===== src/rtl/fix_field_extractor_if.sv =====
// Stream-in / field-out bundle for fix_field_extractor.
// The checksum pulses exist only when FIX_CHECKSUM_EN is defined.
interface fix_field_extractor_if #(
    parameter int unsigned TAG_W = 16,
    parameter int unsigned LEN_W = 12
);
    logic             valid_i;
    logic [31:0]      data_i;
    logic [2:0]       soh_i;
    logic [2:0]       sep_i;
    logic             tag_status_o;
    logic             body_status_o;
    logic             val_valid_o;
    logic [31:0]      val_data_o;
    logic [3:0]       val_be_o;
    logic             val_last_o;
    logic             field_valid_o;
    logic [TAG_W-1:0] field_tag_o;
    logic [LEN_W-1:0] field_len_o;
    logic             msg_done_o;
    logic             err_o;
`ifdef FIX_CHECKSUM_EN
    logic             cksum_ok_o;
    logic             cksum_err_o;

    modport master (
        output valid_i, data_i, soh_i, sep_i,
        input  tag_status_o, body_status_o, val_valid_o, val_data_o, val_be_o, val_last_o,
        input  field_valid_o, field_tag_o, field_len_o, msg_done_o, err_o,
        input  cksum_ok_o, cksum_err_o
    );
    modport slave (
        input  valid_i, data_i, soh_i, sep_i,
        output tag_status_o, body_status_o, val_valid_o, val_data_o, val_be_o, val_last_o,
        output field_valid_o, field_tag_o, field_len_o, msg_done_o, err_o,
        output cksum_ok_o, cksum_err_o
    );
`else
    modport master (
        output valid_i, data_i, soh_i, sep_i,
        input  tag_status_o, body_status_o, val_valid_o, val_data_o, val_be_o, val_last_o,
        input  field_valid_o, field_tag_o, field_len_o, msg_done_o, err_o
    );
    modport slave (
        input  valid_i, data_i, soh_i, sep_i,
        output tag_status_o, body_status_o, val_valid_o, val_data_o, val_be_o, val_last_o,
        output field_valid_o, field_tag_o, field_len_o, msg_done_o, err_o
    );
`endif
endinterface


===== src/rtl/fix_field_extractor.sv =====
// FIX tag/value field framer placed behind the SOH/'=' byte-delimiter detector.
// Checksum verification of the tag-10 field is compiled in with FIX_CHECKSUM_EN.
module fix_field_extractor #(
    parameter int unsigned TAG_W = 16,
    parameter int unsigned LEN_W = 12
) (
    input  logic                 clk,
    input  logic                 rst,
    fix_field_extractor_if.slave bus
);
    typedef enum logic {
        ST_TAG,
        ST_VALUE
    } state_e;

    localparam logic [TAG_W-1:0] TAG_MAX = '1;
    localparam logic [LEN_W-1:0] LEN_MAX = '1;

    state_e           state_q, state_d;
    logic [TAG_W-1:0] tag_q, tag_d;
    logic [LEN_W-1:0] len_q, len_d;
    logic             body_q, body_d;
    logic             val_valid_q, val_valid_d;
    logic [31:0]      val_data_q, val_data_d;
    logic [3:0]       val_be_q, val_be_d;
    logic             val_last_q, val_last_d;
    logic             field_valid_q, field_valid_d;
    logic [TAG_W-1:0] field_tag_q, field_tag_d;
    logic [LEN_W-1:0] field_len_q, field_len_d;
    logic             msg_done_q, msg_done_d;
    logic             err_q, err_d;
    logic [7:0]       byte_v;
    logic [TAG_W+3:0] tag_ext_v;
`ifdef FIX_CHECKSUM_EN
    logic [7:0]       sum_q, sum_d;
    logic [7:0]       snap_q, snap_d;
    logic [23:0]      digits_q, digits_d;
    logic             cksum_ok_q, cksum_ok_d;
    logic             cksum_err_q, cksum_err_d;

    function automatic logic [23:0] ascii3(input logic [7:0] v);
        return {8'h30 + v / 8'd100, 8'h30 + (v / 8'd10) % 8'd10, 8'h30 + v % 8'd10};
    endfunction
`endif

    // Walk the four lanes in wire order; each delimiter lane switches state mid-word.
    always_comb begin
        state_d       = state_q;
        tag_d         = tag_q;
        len_d         = len_q;
        body_d        = body_q;
        val_valid_d   = 1'b0;
        val_data_d    = '0;
        val_be_d      = '0;
        val_last_d    = 1'b0;
        field_valid_d = 1'b0;
        field_tag_d   = '0;
        field_len_d   = '0;
        msg_done_d    = 1'b0;
        err_d         = 1'b0;
        byte_v        = '0;
        tag_ext_v     = '0;
`ifdef FIX_CHECKSUM_EN
        sum_d         = sum_q;
        snap_d        = snap_q;
        digits_d      = digits_q;
        cksum_ok_d    = 1'b0;
        cksum_err_d   = 1'b0;
`endif
        if (bus.valid_i) begin
            for (int unsigned i = 0; i < 4; i++) begin
                byte_v = bus.data_i[8*i +: 8];
`ifdef FIX_CHECKSUM_EN
                sum_d = sum_d + byte_v;
`endif
                if (bus.soh_i == 3'(i)) begin
                    if (state_d == ST_VALUE) begin
                        field_valid_d = 1'b1;
                        val_last_d    = 1'b1;
                        field_tag_d   = tag_d;
                        field_len_d   = len_d;
                        if (tag_d == TAG_W'(9)) body_d = 1'b1;
                        if (tag_d == TAG_W'(10)) begin
                            body_d     = 1'b0;
                            msg_done_d = 1'b1;
`ifdef FIX_CHECKSUM_EN
                            // snap_d still holds the sum at the SOH that preceded "10="
                            if (len_d == LEN_W'(3) && digits_d == ascii3(snap_d)) cksum_ok_d = 1'b1;
                            else cksum_err_d = 1'b1;
                            sum_d = '0;
`endif
                        end
                    end else begin
                        err_d = 1'b1;
                    end
`ifdef FIX_CHECKSUM_EN
                    snap_d = sum_d;
`endif
                    state_d = ST_TAG;
                    tag_d   = '0;
                end else if (bus.sep_i == 3'(i) && state_d == ST_TAG) begin
                    state_d = ST_VALUE;
                    len_d   = '0;
`ifdef FIX_CHECKSUM_EN
                    digits_d = '0;
`endif
                end else if (state_d == ST_VALUE) begin
                    val_be_d[i]           = 1'b1;
                    val_data_d[8*i +: 8]  = byte_v;
                    if (bus.sep_i == 3'(i)) err_d = 1'b1;
                    if (len_d != LEN_MAX) len_d = len_d + LEN_W'(1);
`ifdef FIX_CHECKSUM_EN
                    digits_d = {digits_d[15:0], byte_v};
`endif
                end else if (byte_v < 8'h30 || byte_v > 8'h39) begin
                    err_d = 1'b1;
                end else begin
                    tag_ext_v = {4'b0, tag_d} * (TAG_W + 4)'(10) + (TAG_W + 4)'(byte_v - 8'h30);
                    if (tag_ext_v > {4'b0, TAG_MAX}) begin
                        tag_d = TAG_MAX;
                        err_d = 1'b1;
                    end else begin
                        tag_d = tag_ext_v[TAG_W-1:0];
                    end
                end
            end
            val_valid_d = (|val_be_d) | field_valid_d;
        end
    end

    always_ff @(posedge clk) begin
        if (rst) begin
            state_q       <= ST_TAG;
            tag_q         <= '0;
            len_q         <= '0;
            body_q        <= 1'b0;
            val_valid_q   <= 1'b0;
            val_data_q    <= '0;
            val_be_q      <= '0;
            val_last_q    <= 1'b0;
            field_valid_q <= 1'b0;
            field_tag_q   <= '0;
            field_len_q   <= '0;
            msg_done_q    <= 1'b0;
            err_q         <= 1'b0;
`ifdef FIX_CHECKSUM_EN
            sum_q         <= '0;
            snap_q        <= '0;
            digits_q      <= '0;
            cksum_ok_q    <= 1'b0;
            cksum_err_q   <= 1'b0;
`endif
        end else begin
            state_q       <= state_d;
            tag_q         <= tag_d;
            len_q         <= len_d;
            body_q        <= body_d;
            val_valid_q   <= val_valid_d;
            val_data_q    <= val_data_d;
            val_be_q      <= val_be_d;
            val_last_q    <= val_last_d;
            field_valid_q <= field_valid_d;
            field_tag_q   <= field_tag_d;
            field_len_q   <= field_len_d;
            msg_done_q    <= msg_done_d;
            err_q         <= err_d;
`ifdef FIX_CHECKSUM_EN
            sum_q         <= sum_d;
            snap_q        <= snap_d;
            digits_q      <= digits_d;
            cksum_ok_q    <= cksum_ok_d;
            cksum_err_q   <= cksum_err_d;
`endif
        end
    end

    assign bus.tag_status_o  = (state_q == ST_TAG);
    assign bus.body_status_o = body_q;
    assign bus.val_valid_o   = val_valid_q;
    assign bus.val_data_o    = val_data_q;
    assign bus.val_be_o      = val_be_q;
    assign bus.val_last_o    = val_last_q;
    assign bus.field_valid_o = field_valid_q;
    assign bus.field_tag_o   = field_tag_q;
    assign bus.field_len_o   = field_len_q;
    assign bus.msg_done_o    = msg_done_q;
    assign bus.err_o         = err_q;
`ifdef FIX_CHECKSUM_EN
    assign bus.cksum_ok_o    = cksum_ok_q;
    assign bus.cksum_err_o   = cksum_err_q;
`endif
endmodule


===== src/flat_wrapper.sv =====
// flat-port wrapper written by rule: the top's interface ports become plain ports
module fix_field_extractor_flat 
#(
    parameter int unsigned TAG_W = 16,
    parameter int unsigned LEN_W = 12
)
  (clk, rst, bus_valid_i, bus_data_i, bus_soh_i, bus_sep_i, bus_tag_status_o, bus_body_status_o, bus_val_valid_o, bus_val_data_o, bus_val_be_o, bus_val_last_o, bus_field_valid_o, bus_field_tag_o, bus_field_len_o, bus_msg_done_o, bus_err_o);
  fix_field_extractor_if #(.TAG_W(TAG_W), .LEN_W(LEN_W)) bus_i ();
  input  logic clk;
  input  logic rst;
  input wire logic [$bits(bus_i.valid_i)-1:0] bus_valid_i;
  input wire logic [$bits(bus_i.data_i)-1:0] bus_data_i;
  input wire logic [$bits(bus_i.soh_i)-1:0] bus_soh_i;
  input wire logic [$bits(bus_i.sep_i)-1:0] bus_sep_i;
  output wire logic [$bits(bus_i.tag_status_o)-1:0] bus_tag_status_o;
  output wire logic [$bits(bus_i.body_status_o)-1:0] bus_body_status_o;
  output wire logic [$bits(bus_i.val_valid_o)-1:0] bus_val_valid_o;
  output wire logic [$bits(bus_i.val_data_o)-1:0] bus_val_data_o;
  output wire logic [$bits(bus_i.val_be_o)-1:0] bus_val_be_o;
  output wire logic [$bits(bus_i.val_last_o)-1:0] bus_val_last_o;
  output wire logic [$bits(bus_i.field_valid_o)-1:0] bus_field_valid_o;
  output wire logic [$bits(bus_i.field_tag_o)-1:0] bus_field_tag_o;
  output wire logic [$bits(bus_i.field_len_o)-1:0] bus_field_len_o;
  output wire logic [$bits(bus_i.msg_done_o)-1:0] bus_msg_done_o;
  output wire logic [$bits(bus_i.err_o)-1:0] bus_err_o;
  assign bus_i.valid_i = bus_valid_i;
  assign bus_i.data_i = bus_data_i;
  assign bus_i.soh_i = bus_soh_i;
  assign bus_i.sep_i = bus_sep_i;
  assign bus_tag_status_o = bus_i.tag_status_o;
  assign bus_body_status_o = bus_i.body_status_o;
  assign bus_val_valid_o = bus_i.val_valid_o;
  assign bus_val_data_o = bus_i.val_data_o;
  assign bus_val_be_o = bus_i.val_be_o;
  assign bus_val_last_o = bus_i.val_last_o;
  assign bus_field_valid_o = bus_i.field_valid_o;
  assign bus_field_tag_o = bus_i.field_tag_o;
  assign bus_field_len_o = bus_i.field_len_o;
  assign bus_msg_done_o = bus_i.msg_done_o;
  assign bus_err_o = bus_i.err_o;
  fix_field_extractor #(.TAG_W(TAG_W), .LEN_W(LEN_W)) u_core (.clk(clk), .rst(rst), .bus(bus_i));
endmodule

===== config.mk =====
export PLATFORM = sky130hd
export DESIGN_NAME = fix_field_extractor_flat
export DESIGN_NICKNAME = d
export VERILOG_FILES = /design/src/rtl/fix_field_extractor_if.sv /design/src/rtl/fix_field_extractor.sv /design/src/flat_wrapper.sv
export SDC_FILE = /design/constraint.sdc
export NUM_CORES = 1
export LEC_CHECK = 0
export ABC_CLOCK_PERIOD_IN_PS = 26300
export CORE_MARGIN = 1
export CORE_UTILIZATION = 44
export DETAILED_ROUTE_END_ITERATION = 10
export DONT_BUFFER_PORTS = 1
export PLACE_DENSITY = 0.61
export SYNTH_ARGS = -nofsm -noshare
export SYNTH_HDL_FRONTEND = slang
export SYNTH_SLANG_ARGS = --single-unit

===== constraint.sdc =====
create_clock -name clk -period 26.3 [get_ports clk]
set_clock_uncertainty 0.1 [all_clocks]
set_input_delay 6.575 -clock clk [delete_from_list [all_inputs] [get_ports clk]]
set_output_delay 6.575 -clock clk [all_outputs]
set_load 0.01 [all_outputs]

==> qor.txt <==
outcome: finished clean
clock tree from TritonCTS: done
cell types with the largest area share after synthesis: sky130_fd_sc_hd__ha_1 (17%), sky130_fd_sc_hd__dfxtp_1 (14%), sky130_fd_sc_hd__a21oi_1 (5.4%)
horizontal die dimension: 183 um
fin crit period: 24.62 ns
Post-Route Setup TNS: 0 ns
Final setup violation count: 0
root buffer cell: sky130_fd_sc_hd__clkbuf_16
asr flop ratio synth: 0
Slew Limit Headroom: 0.273
sum of internal, switching and leakage power: 0.600 mW
arrival time at the worst endpoint: 24.78 ns
met1 layer usage reported by global route: 0.423
Max-Cap Viols: 0
maximum number of pins on one net before global-route repair: 47
area added between synthesis and finish: 6.11%
worst IR drop on VDD: 0.0350 mV
initial cell density of the core: 0.452
list of most frequent post-synthesis cells: sky130_fd_sc_hd__ha_1 (196), sky130_fd_sc_hd__nor2_1 (169), sky130_fd_sc_hd__a21oi_1 (154)
share of cells above drive strength 1: 0.0682
cell count after synthesis: 1,913
maximum count of clock buffers along a single path: 2
cell taking the most area after synthesis: sky130_fd_sc_hd__ha_1
post-layout utilization of the core: 0.479
ANT cells: 0
achievable frequency: 40.6 MHz
I/O pins: 112
power per unit of standard cell area: 39.4 nW/um^2
total leakage power: 6.61 nW
flops & latches, synth: 98
sequential-to-total area share from yosys stat: 0.137
endpoints failing hold: 0
total core area: 31,800 um^2
count of final max-slew check failures: 0
number of input and output port buffers inserted: 0
Initial DRC Count: 1,612
sink count of the clock tree: 98
total global routing track utilization: 0.316
worst slew pin tran: 1.08 ns
via count: 15,202
clock latency reported for the late side of the worst-skew pair: 0.39 ns
maximum fanout count along the critical path: 17
die boundary height: 183 um
H-tree depth reported by CTS: 3
DRC violations left: 0
via count of the first global-routing pass: 14,258
RSZ-0062 raised after global routing: no
cell area after synthesis: 14,400 um^2
cts bufs inserted: 9
part of the cycle the worst path needs: 0.936
net count reported at finish: 2,129
post-synthesis area per instance: 7.51 um^2
Critical Path Source Type: input pin
placer congestion estimate: 0.961
Congestion Overflow GR: 0
count of different cell masters after synthesis: 105
Yosys top cell area share: 0.171
total of warnings raised by yosys: 0
count of flip-flops with a built-in enable after synthesis: 0
Detail Route Antenna Nets: 0
Hold Crit Class: reg -> reg
global-route wire length before repair: 82,300 um
Hold Buf Count CTS: 0
Fillers: 3,275
Critical Path Max Stage Delay: 0.74 ns
Vias/cell: 6.54
wire length per cell: 23.0 um
met3 routing resource usage after global routing: 0.0567
Worst Setup Path Type: in -> reg
antenna violations before repair: 0
Die ar.: 33,400 um^2
library cell with the highest instance count after synthesis: sky130_fd_sc_hd__ha_1
WP data required: 26.46 ns
met2 capacity usage during global routing: 0.516
most used cell, CP: sky130_fd_sc_hd__a21oi_1
length of the first detailed-routing pass in iterations: 6
clock transition at the registers of the reported paths: 0.08 ns
synthesized netlist net count: 2,156
final routed wirelength across all metal layers: 53,400 um
Final HPWL DP: 42,100 um
Core Rows: 65
busiest grt layer: met2
standard cell with the maximum stage delay on the critical path: sky130_fd_sc_hd__a2111oi_0
crit end category: register
top_reg_cell synth: sky130_fd_sc_hd__dfxtp_1
[critical path, delay by kind of cell]
family                     cells  cell delay [ns]
AOI/OAI and AO/OA             43             8.88
and+or+nand+nor               20             4.09
adders and majority gates     13             3.70
xor gates and xnor gates       4             0.67
buffers and inverters          3             0.47
muxes                          1             0.34
[stage by stage]
step / instances / worst slack (ns) / hold slack [ns] / cell area, um^2
global placement: 2297 / 1.19 / 0.500 / 14800
detailed placement: 2297 / 0.662 / 0.502 / 14800
global route: 2326 / 0.0256 / 0.554 / 15200
finish: 2326 / 1.68 / 0.533 / 15200
floorplan: 1913 / 2.72 / 0.375 / 14400
CTS: 2313 / 0.993 / 0.514 / 15100
[kinds of logic (layout without fill, tap and decap cells)]
logic type	count (synthesis)	in the layout	share of synthesized area
muxes	14	14	0.0107
xor gates and xnor gates	140	140	0.0859
DFF	98	98	0.137
buffers and inverters	160	138	0.0446
and+or+nand+nor	623	623	0.221
adders and majority gates	203	203	0.180
AOI/OAI and AO/OA	675	675	0.321
[final timing paths]
| check | from | end | slack, ns | cells after the start |
|---|---|---|---|---|
| max | bus_data_i[4] | u_core.tag_q[4] | 1.68 | 84 |
| min | u_core.tag_q[4] | u_core.tag_q[4] | 0.53 | 2 |
| max reg2reg | u_core.tag_q[1] | u_core.tag_q[4] | 5.44 | 98 |
| min reg2reg | u_core.tag_q[4] | u_core.tag_q[4] | 0.53 | 2 |
[layer usage]
| layer | routed length (um) | up-vias |
|---|---|---|
| met5 | 0 | - |
| met4 | 1330 | 0 |
| met3 | 4550 | 95 |
| met2 | 24300 | 700 |
| met1 | 23300 | 7230 |
| li1 | - | 7177 |
[timing repair]
| action | 4_1_cts | 5_1_grt |
|---|---|---|
| hold endpoints to repair | 0 | 0 |
| setup endpoints to repair | 0 | 17 |
| gates resized for setup | 0 | 13 |
| buffers inserted | 0 | 12 |
[power by group]
| part | internal (mW) | switching [mW] |
|---|---|---|
| logic | 0.110 | 0.187 |
| clock network | 0.0689 | 0.0723 |
| registers | 0.152 | 0.00944 |
[state kept, by name, summed over array words and instances, names as in the netlist]
register                  flops
u_core.bus.body_status_o      1
u_core.bus.err_o              1
u_core.bus.field_len_o       12
u_core.bus.field_tag_o       16
u_core.bus.field_valid_o      1
u_core.bus.msg_done_o         1
u_core.bus.val_be_o           4
u_core.bus.val_data_o        32
u_core.bus.val_valid_o        1
u_core.len_q                 12
u_core.state_q                1
u_core.tag_q                 16
[cell usage in the layout, fill, tap and decap left out, drive strengths merged, types with 16 or more instances in the layout]
master / count
o21a: 19
o211ai: 16
a211oi: 17
xnor2: 86
o22ai: 16
xor2: 54
nand2: 122
a31oi: 61
o31ai: 17
nor4: 30
o21bai: 36
o21ai: 141
and3: 25
nand4: 31
ha: 196
dfxtp: 98
nor2b: 23
buf: 38
or3: 18
nand3: 41
a21oi: 155
nand2b: 17
a21o: 65
nor3: 59
inv: 83
nor2: 169
and2: 38
[layout make-up]
type	instances	area (um^2)	area share
Multi-Input combinational cell	1655	11800	0.776
Sequential cell	98	1960	0.129
Tap cell	435	544	0.0357
Inverter	83	319	0.0209
Timing Repair Buffer	38	285	0.0187
Clock buffer	10	239	0.0157
Clock inverter	6	57.6	0.00378
Timing Repair inverter	1	5.00	0.000329
(Power assumes the default switching activity.)
